File: src/rtl/rom_pkg.sv
// Shared constants for the instruction-ROM port arbiter.
// Holds default widths, ROM depth and the port-select encoding.
package rom_pkg;

  localparam int unsigned ROM_SIZE   = 256;
  localparam int unsigned ROM_ADDR_W = 31;
  localparam int unsigned ROM_DATA_W = 32;
  localparam int unsigned CNT_W      = 4;

  localparam logic PORT_F = 1'b0;
  localparam logic PORT_D = 1'b1;

  function automatic logic addr_err(
    input logic       ovf,
    input logic [1:0] lsb
  );
    return ovf | (lsb != 2'b00);
  endfunction

endpackage

File: src/rtl/rom_arb_starve_cnt.sv
// Saturating wait counter for the data/debug port.
// at_max signals that D has waited long enough to be forced in.
module rom_arb_starve_cnt
  import rom_pkg::*;
#(
  parameter int unsigned MAX = 4
) (
  input  logic clk,
  input  logic reset,
  input  logic inc,
  input  logic clr,
  output logic at_max
);

  localparam logic [CNT_W-1:0] MAX_V = CNT_W'(MAX);

  logic [CNT_W-1:0] cnt_q;
  logic [CNT_W-1:0] cnt_d;

  always_comb begin
    cnt_d = cnt_q;
    if (clr) begin
      cnt_d = '0;
    end else if (inc && (cnt_q != MAX_V)) begin
      cnt_d = cnt_q + 1'b1;
    end
  end

  always_ff @(posedge clk or negedge reset) begin
    if (!reset) begin
      cnt_q <= '0;
    end else begin
      cnt_q <= cnt_d;
    end
  end

  assign at_max = (cnt_q == MAX_V);

endmodule

File: src/rtl/rom_port_arbiter.sv
// Shares the single-ported instruction ROM between fetch (F) and
// data/debug (D); F has priority, D gets a forced slot after MAX_WAIT.
module rom_port_arbiter
  import rom_pkg::*;
#(
  parameter int unsigned ADDR_W   = ROM_ADDR_W,
  parameter int unsigned DATA_W   = ROM_DATA_W,
  parameter int unsigned MAX_WAIT = 4
) (
  input  logic              clk,
  input  logic              reset,
  input  logic              f_req,
  input  logic [ADDR_W-1:0] f_addr,
  output logic              f_gnt,
  output logic              f_rvalid,
  output logic [DATA_W-1:0] f_rdata,
  output logic              f_err,
  input  logic              d_req,
  input  logic [ADDR_W-1:0] d_addr,
  output logic              d_gnt,
  output logic              d_rvalid,
  output logic [DATA_W-1:0] d_rdata,
  output logic              d_err,
  output logic [ADDR_W-1:0] rom_addr,
  input  logic [DATA_W-1:0] rom_data,
  input  logic              rom_overflow,
  output logic              starve_evt
);

  logic at_max;
  logic frc;
  logic sel;
  logic acc_err;
  logic [DATA_W-1:0] acc_data;

  logic              f_rvalid_q, f_rvalid_d;
  logic              f_err_q, f_err_d;
  logic [DATA_W-1:0] f_rdata_q, f_rdata_d;
  logic              d_rvalid_q, d_rvalid_d;
  logic              d_err_q, d_err_d;
  logic [DATA_W-1:0] d_rdata_q, d_rdata_d;

  rom_arb_starve_cnt #(
    .MAX (MAX_WAIT)
  ) u_cnt (
    .clk    (clk),
    .reset  (reset),
    .inc    (d_req & ~d_gnt),
    .clr    (d_gnt | ~d_req),
    .at_max (at_max)
  );

  // Grants are masked while reset is held so nothing is accepted.
  assign frc        = d_req & at_max;
  assign d_gnt      = reset & d_req & (~f_req | frc);
  assign f_gnt      = reset & f_req & ~d_gnt;
  assign starve_evt = reset & frc & f_req;

  assign sel      = d_gnt ? PORT_D : PORT_F;
  assign rom_addr = (sel == PORT_D) ? d_addr : f_addr;
  assign acc_err  = addr_err(rom_overflow, rom_addr[1:0]);
  assign acc_data = acc_err ? '0 : rom_data;

  always_comb begin
    f_rvalid_d = f_gnt;
    f_err_d    = f_err_q;
    f_rdata_d  = f_rdata_q;
    d_rvalid_d = d_gnt;
    d_err_d    = d_err_q;
    d_rdata_d  = d_rdata_q;
    if (f_gnt) begin
      f_err_d   = acc_err;
      f_rdata_d = acc_data;
    end
    if (d_gnt) begin
      d_err_d   = acc_err;
      d_rdata_d = acc_data;
    end
  end

  always_ff @(posedge clk or negedge reset) begin
    if (!reset) begin
      f_rvalid_q <= 1'b0;
      f_err_q    <= 1'b0;
      f_rdata_q  <= '0;
      d_rvalid_q <= 1'b0;
      d_err_q    <= 1'b0;
      d_rdata_q  <= '0;
    end else begin
      f_rvalid_q <= f_rvalid_d;
      f_err_q    <= f_err_d;
      f_rdata_q  <= f_rdata_d;
      d_rvalid_q <= d_rvalid_d;
      d_err_q    <= d_err_d;
      d_rdata_q  <= d_rdata_d;
    end
  end

  assign f_rvalid = f_rvalid_q;
  assign f_err    = f_err_q;
  assign f_rdata  = f_rdata_q;
  assign d_rvalid = d_rvalid_q;
  assign d_err    = d_err_q;
  assign d_rdata  = d_rdata_q;

endmodule

File: config.mk
export PLATFORM = sky130hd
export DESIGN_NAME = rom_port_arbiter
export DESIGN_NICKNAME = d
export VERILOG_FILES = /design/src/rtl/rom_pkg.sv /design/src/rtl/rom_arb_starve_cnt.sv /design/src/rtl/rom_port_arbiter.sv
export SDC_FILE = /design/constraint.sdc
export NUM_CORES = 1
export LEC_CHECK = 0
export CAP_MARGIN = 20
export CORE_UTILIZATION = 25
export CTS_BUF_LIST = sky130_fd_sc_hd__clkbuf_4 sky130_fd_sc_hd__clkbuf_8 sky130_fd_sc_hd__clkbuf_16
export DETAILED_ROUTE_END_ITERATION = 10
export SETUP_SLACK_MARGIN = 0.2
export SYNTH_ARGS = -nofsm -noshare
export SYNTH_HDL_FRONTEND = slang
export SYNTH_SLANG_ARGS = --single-unit
File: constraint.sdc
create_clock -name clk -period 3.3 [get_ports clk]
set_input_delay 0.99 -clock clk [delete_from_list [all_inputs] [get_ports clk]]
set_output_delay 0.99 -clock clk [all_outputs]
set_load 0.01 [all_outputs]
# Yosys cells after proc, flatten, opt, wreduce, memory -nomap -nowiden
# Cells that the tools add are included.
[classes]
addsub = 1
eq_ne = 2
mux = 5
bitwise_logic = 14
n_reduce_logical = 3
[ops]
columns = ["op", "n"]
rows = [
  ["32-bit 2-to-1 mux", 1],
  ["31-bit 2-to-1 mux", 1],
  ["1-bit bitwise AND", 8],
  ["4-bit 2-to-1 mux", 2],
  ["4-bit by 1-bit adder with 4-bit output (second input constant)", 1],
  ["4-bit by 3-bit == test with 1-bit output (second input constant)", 1],
  ["4-bit by 3-bit != test with 1-bit output (second input constant)", 1],
  ["2-bit nonzero test", 2],
  ["1-bit NOT", 3],
  ["1-bit bitwise OR", 3],
  ["1-bit logical AND", 1],
  ["1-bit 2-to-1 mux", 1],
]
[word_totals]
regBits = 72
input_bits = 99
out_inout_bits = 102
word_cells = 32

# Longest topological paths before layout
# Gate-level depths: netlist (run 1).
[depth]
ltp_word = 9
mapped_depth = 7
depth_no_buf = 5

# Cells and area by module
# A second synthesis (run 1) with hierarchy kept.
[unflattened]
cells_unflattened = 353
area_unflattened_um2 = 3183.1
[by_module_without_submodules]
columns = ["module", "instances", "cells_each", "area_per_inst_um2"]
rows = [
  ["rom_port_arbiter", 1, 329, 2949.1],
  ["rom_arb_starve_cnt", 1, 24, 234.0],
]

# Worst setup path after synthesis (run 1)
# OpenSTA, ideal clock, no wires.
[synth_path]
path_kind = "input port to output port"
start = "input port d_req"
end = "output port rom_addr[10]"
arrival_ns = 1.876
t_required_ns = 2.310
setup_slack_ns = 0.434
path_stages = 5
path_buffers = 2
path_cell_list = "nand2_1 a21oi_1 buf_4 buf_6 mux2_2"
[synth_between]
elab_chain_len = 5
elab_cells_between_ends = 6
cone_classes = "mux (2); bitwise (4)"
[synth_rtl]
columns = ["item", "line", "source"]
rows = [
  ["start, declared", "rom_port_arbiter.sv:18", "input logic d_req,"],
  ["1-bit bitwise AND", "rom_port_arbiter.sv:54", "assign frc = d_req & at_max;"],
  ["1-bit bitwise OR", "rom_port_arbiter.sv:55", "assign d_gnt = reset & d_req & (~f_req | frc);"],
  ["1-bit bitwise AND (*)", "rom_port_arbiter.sv:55", ""],
  ["1-bit 2-to-1 mux (*)", "rom_port_arbiter.sv:59", "assign sel = d_gnt ? PORT_D : PORT_F;"],
  ["31-bit 2-to-1 mux (*)", "rom_port_arbiter.sv:60", "assign rom_addr = (sel == PORT_D) ? d_addr : f_addr;"],
  ["end, declared", "rom_port_arbiter.sv:24", "output logic [ADDR_W-1:0] rom_addr,"],
]
# Every way passes the cells marked *; elsewhere a longest branch is shown, timed or not.

# Final worst setup path (run 1)
[layout_path]
start = "input port reset"
end = "output port rom_addr[16]"
[layout_between]
elab_chain_len = 4
[layout_rtl]
columns = ["item", "line", "source"]
rows = [
  ["start, declared", "rom_port_arbiter.sv:11", "input logic reset,"],
  ["1-bit bitwise AND (2 in a row)", "rom_port_arbiter.sv:55", ""],
  ["1-bit 2-to-1 mux", "rom_port_arbiter.sv:59", ""],
  ["31-bit 2-to-1 mux", "rom_port_arbiter.sv:60", ""],
]
# Every way passes these cells.

==> impl_metrics.json, run 1 <==
{
  "synth_fa_ha_area_frac": 0.006590,
  "synthCells": 317,
  "report.final.slew_viol_count": 0,
  "nFillCells": 1362,
  "wl_mm": 12.19,
  "synth_compound_area_frac": 0.01318,
  "fin_nets": 631,
  "cp-start-kind": "primary input",
  "ios": 201,
  "cts-root-buf": "clkbuf_16",
  "grt_first_pass_wirelength_mm": 19.34,
  "cap_violations": 0,
  "min_path_type": "register to register",
  "grt_overflow": 0,
  "wire_per_inst_um": 16.95,
  "critical_path_class": "primary input to output pin",
  "peakVddDrop_v": 0.0003673,
  "core_area_um2": 14700,
  "hold_buffers": 0,
  "first_pass_iters": 9,
  "dpl_cell_area_um2": 5974,
  "critical_path.endpoint_type": "output pin",
  "whs_ns": 0.5059,
  "fmax_ghz": 0.3198,
  "fin_util": 0.4457,
  "status": "finished, violations left",
  "leakagePower_nw": 2.921,
  "cp_data_arrival_time_ns": 2.14,
  "setup_viol_count_final": 0,
  "synth.top_cells.by_count": "72 x dfrtp_1, 67 x mux2_2, 67 x nor2_1, 33 x nand2b_1, 28 x mux2_4",
  "vias_per_cell": 4.345,
  "die_w_um": 125.2,
  "ys_warn_count": 0,
  "post-dp-hpwl_mm": 7.967,
  "synth_top_area_frac": 0.4745,
  "numCtsBuffers": 9,
  "rsz0062_at_grt": "yes",
  "violations": "design-rule violations",
  "path_clk_slew_ns": 0.07,
  "drc": 9,
  "p_per_area_nw_per_um2": 400.7,
  "fin_total_pwr_mw": 2.625,
  "synth_edf_count": 0,
  "syn-num-nets": 418,
  "muxShareOfSynthArea": 0.3147,
  "diodes": 0,
  "synth.distinct_cells": 25,
  "cts_sinks": 72,
  "period_minus_slack_ns": 3.127,
  "syn_to_final_growth_pct": 72.52,
  "hold_violations": 0,
  "skew_ns": 0.009441,
  "crit_fanout": 7,
  "synth.area.top_cells": "dfrtp_1 47%, mux2_2 20%, mux2_4 11%",
  "dp_slack_ns": -0.5162,
  "cts_tree": "yes",
  "syn_area_per_cell_um2": 11.98,
  "num_rows": 44,
  "post_route_cells_drive_above_1_share": 0.3327,
  "gr-usage-all-layers": 0.1597,
  "die_h_um": 125.2,
  "place.gp.congestion": 0.7744,
  "final_area_um2": 6551,
  "maxSlewHeadroom": 0.3537,
  "start_util": 0.2583,
  "synth_top_family_by_area": "multiplexers",
  "numPortBuffers": 200,
  "yosys.area_share.simple": 0.1410,
  "grt_pass1_vias": 3473,
  "ant_nets": 0,
  "grt_max_degree": 77,
  "insertion_delay_ns": 0.34,
  "synth_largest_area_cell": "dfrtp_1",
  "worst_pin_slew_ns": 0.9694,
  "synthFlopType": "dfrtp_1",
  "synth_seq_area_share": 0.4745,
  "die_area_um2": 15690,
  "syn_area_um2": 3797,
  "antenna_found_initial": 0,
  "cts_buffer_depth": 2,
  "htreeDepth": 3,
  "drt_iter0_drc": 132,
  "synth_most_common_cell": "dfrtp_1",
  "fin_ws_ns": 0.1727,
  "postSynth.asyncResetShare": 1.000,
  "synthXorXnorAreaFrac": 0.002306,
  "worstPathRequired_ns": 2.31,
  "vias": 3124,
  "yosys_register_bits": 72,
  "timing.final.crit_share": 0.9477
}
kinds of logic after synthesis:
| logic type | Yosys count |
|---|---|
| AND/OR/NAND/NOR | 112 |
| buffers and inverters | 26 |
| flip-flops | 72 |
| multiplexers | 97 |
| XOR/XNOR | 1 |
| adder cells (fa/ha/maj) | 2 |
| AO/OA/AOI/OAI | 7 |
per-stage QoR:
step	std cells	setup TNS [ns]
after floorplan	317	0
after global placement	691	-14.94
after detailed placement	691	-15.76
after CTS	719	0
after global routing	719	0
final	719	0
state kept, by name, indices dropped and copies added (netlist names):
signal and flops:
d_err 1, f_rdata 32, f_err 1, u_cnt.cnt_q 4, f_rvalid 1, d_rvalid 1, d_rdata 32
report_power, final:
group          internal [mW]  switching, mW  total (mW)
logic                  0.366          0.225       0.591
registers              0.933         0.0297       0.963
clock network          0.670          0.402        1.07
worst paths after layout:
| path | start | to | slack, ns | cells after the start |
|---|---|---|---|---|
| max in group asynchronous | reset | d_rdata[16] | 1.66 | 3 |
| setup reg to reg | u_cnt.cnt_q[0] | d_rdata[30] | 1.14 | 10 |
| setup / recovery | reset | rom_addr[16] | 0.17 | 8 |
| hold / removal | d_rdata[12] | d_rdata[12] | 0.51 | 1 |
| hold reg to reg | d_rdata[12] | d_rdata[12] | 0.51 | 1 |
| min in group asynchronous | reset | d_err | 0.53 | 2 |
cell usage in the layout, fill, tap and decap left out, drive strengths merged:
cell | synthesis | layout
a21oi | 3 | 3
clkinv | 0 | 2
nand2b | 33 | 33
nand3b | 1 | 1
bufinv | 0 | 2
buf | 11 | 54
a211oi | 1 | 1
inv | 4 | 6
nor3 | 1 | 1
mux2 | 95 | 95
o211a | 1 | 1
dlygate4sd2 | 0 | 1
xnor2 | 1 | 1
dfrtp | 72 | 72
or3 | 2 | 2
ha | 2 | 2
clkbuf | 11 | 13
nand3 | 4 | 4
nor2 | 67 | 67
a2bb2oi | 1 | 1
a221oi | 1 | 1
nand2 | 2 | 2
or2 | 2 | 2
clkdlybuf4s50 | 0 | 165
clkinvlp | 0 | 1
mux2i | 2 | 2
metal layers:
metal	GRT usage	routed length [µm]
met3	0.04621	607
met5	0	0
met4	0.04089	120
met2	0.2747	6123
met1	0.1952	5336
what timing repair did:
| item | CTS | global route |
|---|---|---|
| endpoints found under the hold margin | 0 | 0 |
| gates resized for setup | 165 | 14 |
| gates cloned | 3 | 0 |
| pin swaps | 2 | 0 |
| setup buffers | 9 | 0 |
| setup endpoints to repair | 34 | 25 |
critical path, cell delays in order:
cell and delay [ns]:
buf_6 0.08, nand2_4 0.05, a21oi_4 0.15, buf_12 0.15, buf_12 0.11, buf_16 0.13
mux2_2 0.34, buf_6 0.12
final cells by class:
cell class                      instances  area, µm²  share of cell area
Multi-Input combinational cell        219       1898              0.2897
Clock inverter                          7      102.6             0.01566
Tap cell                              184      230.2             0.03514
Sequential cell                        72       1802              0.2750
Timing Repair Buffer                  224       2278              0.3478
Clock buffer                            9      225.2             0.03438
Inverter                                4      15.01            0.002292
(Power assumes the default switching activity.)
==> inputs of run 2 (changes only) <==
--- a/config.mk
+++ b/config.mk
@@ -7,7 +7,8 @@
 export LEC_CHECK = 0
 export CAP_MARGIN = 20
 export CORE_UTILIZATION = 25
-export CTS_BUF_LIST = sky130_fd_sc_hd__clkbuf_4 sky130_fd_sc_hd__clkbuf_8 sky130_fd_sc_hd__clkbuf_16
+export CTS_BUF_LIST = sky130_fd_sc_hd__clkbuf_8
+export CTS_CLUSTER_DIAMETER = 120
 export DETAILED_ROUTE_END_ITERATION = 10
 export SETUP_SLACK_MARGIN = 0.2
 export SYNTH_ARGS = -nofsm -noshare
==> impl_metrics.json, run 2 (synthesis results as in run 1) <==
{
  "status": "finished, violations left",
  "violations": "design-rule violations",
  "cts_buffer_depth": 2,
  "cap_violations": 0,
  "post-dp-hpwl_mm": 7.967,
  "cp_data_arrival_time_ns": 2.13,
  "die_h_um": 125.2,
  "whs_ns": 0.5017,
  "crit_chain": "inv_2 > ha_4 > nand3b_4 > a21oi_4 > buf_12 > buf_12 > buf_16 > mux2_2 > buf_6",
  "critical_path.endpoint_type": "output pin",
  "cts-root-buf": "clkbuf_8",
  "worst_r2r_startpoint": "u_cnt.cnt_q[0]",
  "drt_iter0_drc": 116,
  "fmax_ghz": 0.3201,
  "grt_overflow": 0,
  "cts_tree": "yes",
  "path_clk_slew_ns": 0.08,
  "ant_nets": 0,
  "cp-start-kind": "register",
  "grt_max_degree": 77,
  "fin_util": 0.4413,
  "fin_ws_ns": 0.1761,
  "start_util": 0.2583,
  "report.final.slew_viol_count": 0,
  "antenna_found_initial": 0,
  "numCtsBuffers": 9,
  "min_path_type": "primary input to async pin",
  "diodes": 0,
  "timing.final.crit_share": 0.9466,
  "layout_common_cells": "165 x clkdlybuf4s50_1, 72 x dfrtp_1, 67 x nor2_1",
  "grt_pass1_vias": 3486,
  "r2r_cells": 10,
  "fin_nets": 633,
  "final-seq-area_um2": 1802,
  "cpLargestDelayFamily": "buffers and inverters",
  "numPortBuffers": 200,
  "peakVddDrop_v": 0.0002131,
  "worst_pin_slew_ns": 0.9783,
  "nFillCells": 1367,
  "drc": 9,
  "period_minus_slack_ns": 3.124,
  "leakagePower_nw": 2.901,
  "insertion_delay_ns": 0.36,
  "vias_per_cell": 4.363,
  "hold_buffers": 0,
  "dp_slack_ns": -0.5162,
  "cp_common_cell": "buf_12",
  "multi_input_area_um2": 1913,
  "rrSetupSlack_ns": 1.13,
  "num_rows": 44,
  "critical_path_class": "register to output pin",
  "wire_per_inst_um": 16.89,
  "syn_to_final_growth_pct": 70.81,
  "setup_viol_count_final": 0,
  "htreeDepth": 3,
  "vias": 3146,
  "post_route_cells_drive_above_1_share": 0.3352,
  "fin_tns_setup_ns": 0,
  "critPathBufInv": 5,
  "r2r-end": "d_rdata[30]",
  "cts_sinks": 72,
  "rsz0062_at_grt": "yes",
  "die_w_um": 125.2,
  "skew_ns": 0.01038,
  "ios": 201,
  "hold_violations": 0,
  "core_area_um2": 14700,
  "die_area_um2": 15690,
  "place.gp.congestion": 0.7744,
  "max_stage_delay_ns": 0.40,
  "crit_fanout": 6,
  "grt_first_pass_wirelength_mm": 19.31,
  "p_per_area_nw_per_um2": 364.3,
  "gr-usage-all-layers": 0.1596,
  "wl_mm": 12.18,
  "layout_commonest_cell": "clkdlybuf4s50_1",
  "worstPathRequired_ns": 2.31,
  "crit_slowest_cell": "dfrtp_1",
  "first_pass_iters": 9,
  "maxSlewHeadroom": 0.3478
}
-- run 2: cell count changes in the layout (fill, tap and decap cells not counted) --
cell and change:
clkbuf_16 -9, clkbuf_8 +9, mux2_2 -4, mux2_4 +4, buf_4 +2, buf_6 +1, clkbuf_2 -1
-- run 2: through the flow --
step / instances / cell area [µm²] / power (mW)
after CTS: 720 / 6430 / 2.393
final: 721 / 6486 / 2.363
after global routing: 721 / 6486 / 2.489
after detailed placement: 691 / 5974 / 1.531
after floorplan: 317 / 3797 / 1.198
after global placement: 691 / 5974 / 1.525
-- run 2: routing by layer --
metal,global-route usage,vias up,share of wire
met2,0.2774,87,0.50
li1,-,1488,-
met4,0.03443,0,0.0088
met1,0.1928,1563,0.44
met5,0,-,0
met3,0.05006,8,0.049
-- run 2: where the power goes --
group | switching (mW) | internal (mW) | leakage [nW]
clock network | 0.370 | 0.433 | 0.110
registers | 0.0293 | 0.932 | 0.978
logic | 0.227 | 0.372 | 1.81
-- run 2: worst max path at each step --
stage               cells past startpoint  slack [ns]      startpoint      endpoint
CTS                                     7        0.17           reset  rom_addr[11]
global route                            9        0.08  u_cnt.cnt_q[0]  rom_addr[18]
floorplan                               5        0.43           d_req  rom_addr[10]
finish                                  9        0.18  u_cnt.cnt_q[0]  rom_addr[18]
detailed placement                      6       -0.52           d_req   rom_addr[5]
global placement                        6       -0.48           d_req  rom_addr[11]
-- run 2: what timing repair did --
action	4_1_cts	5_1_grt
gates cloned	3	0
pin swaps	3	2
resized for setup	165	20
buffers inserted	10	1
setup endpoints to repair	34	25
hold endpoints to repair	0	0
-- run 2: worst register-to-register path: cells and delay by family, from the launching register on --
kind | cells | cell delay, ns
simple gates | 1 | 0.09
flops | 1 | 0.40
mux | 1 | 0.38
buf+inv | 6 | 0.83
compound gates | 1 | 0.19
fa+ha+maj | 1 | 0.16
-- run 2: cell type report --
cell class                      count  area share
Sequential cell                    72      0.2778
Multi-Input combinational cell    219      0.2949
Inverter                            4    0.002315
Tap cell                          184     0.03549
Clock buffer                        9     0.01910
Timing Repair Buffer              226      0.3546
Clock inverter                      7     0.01582
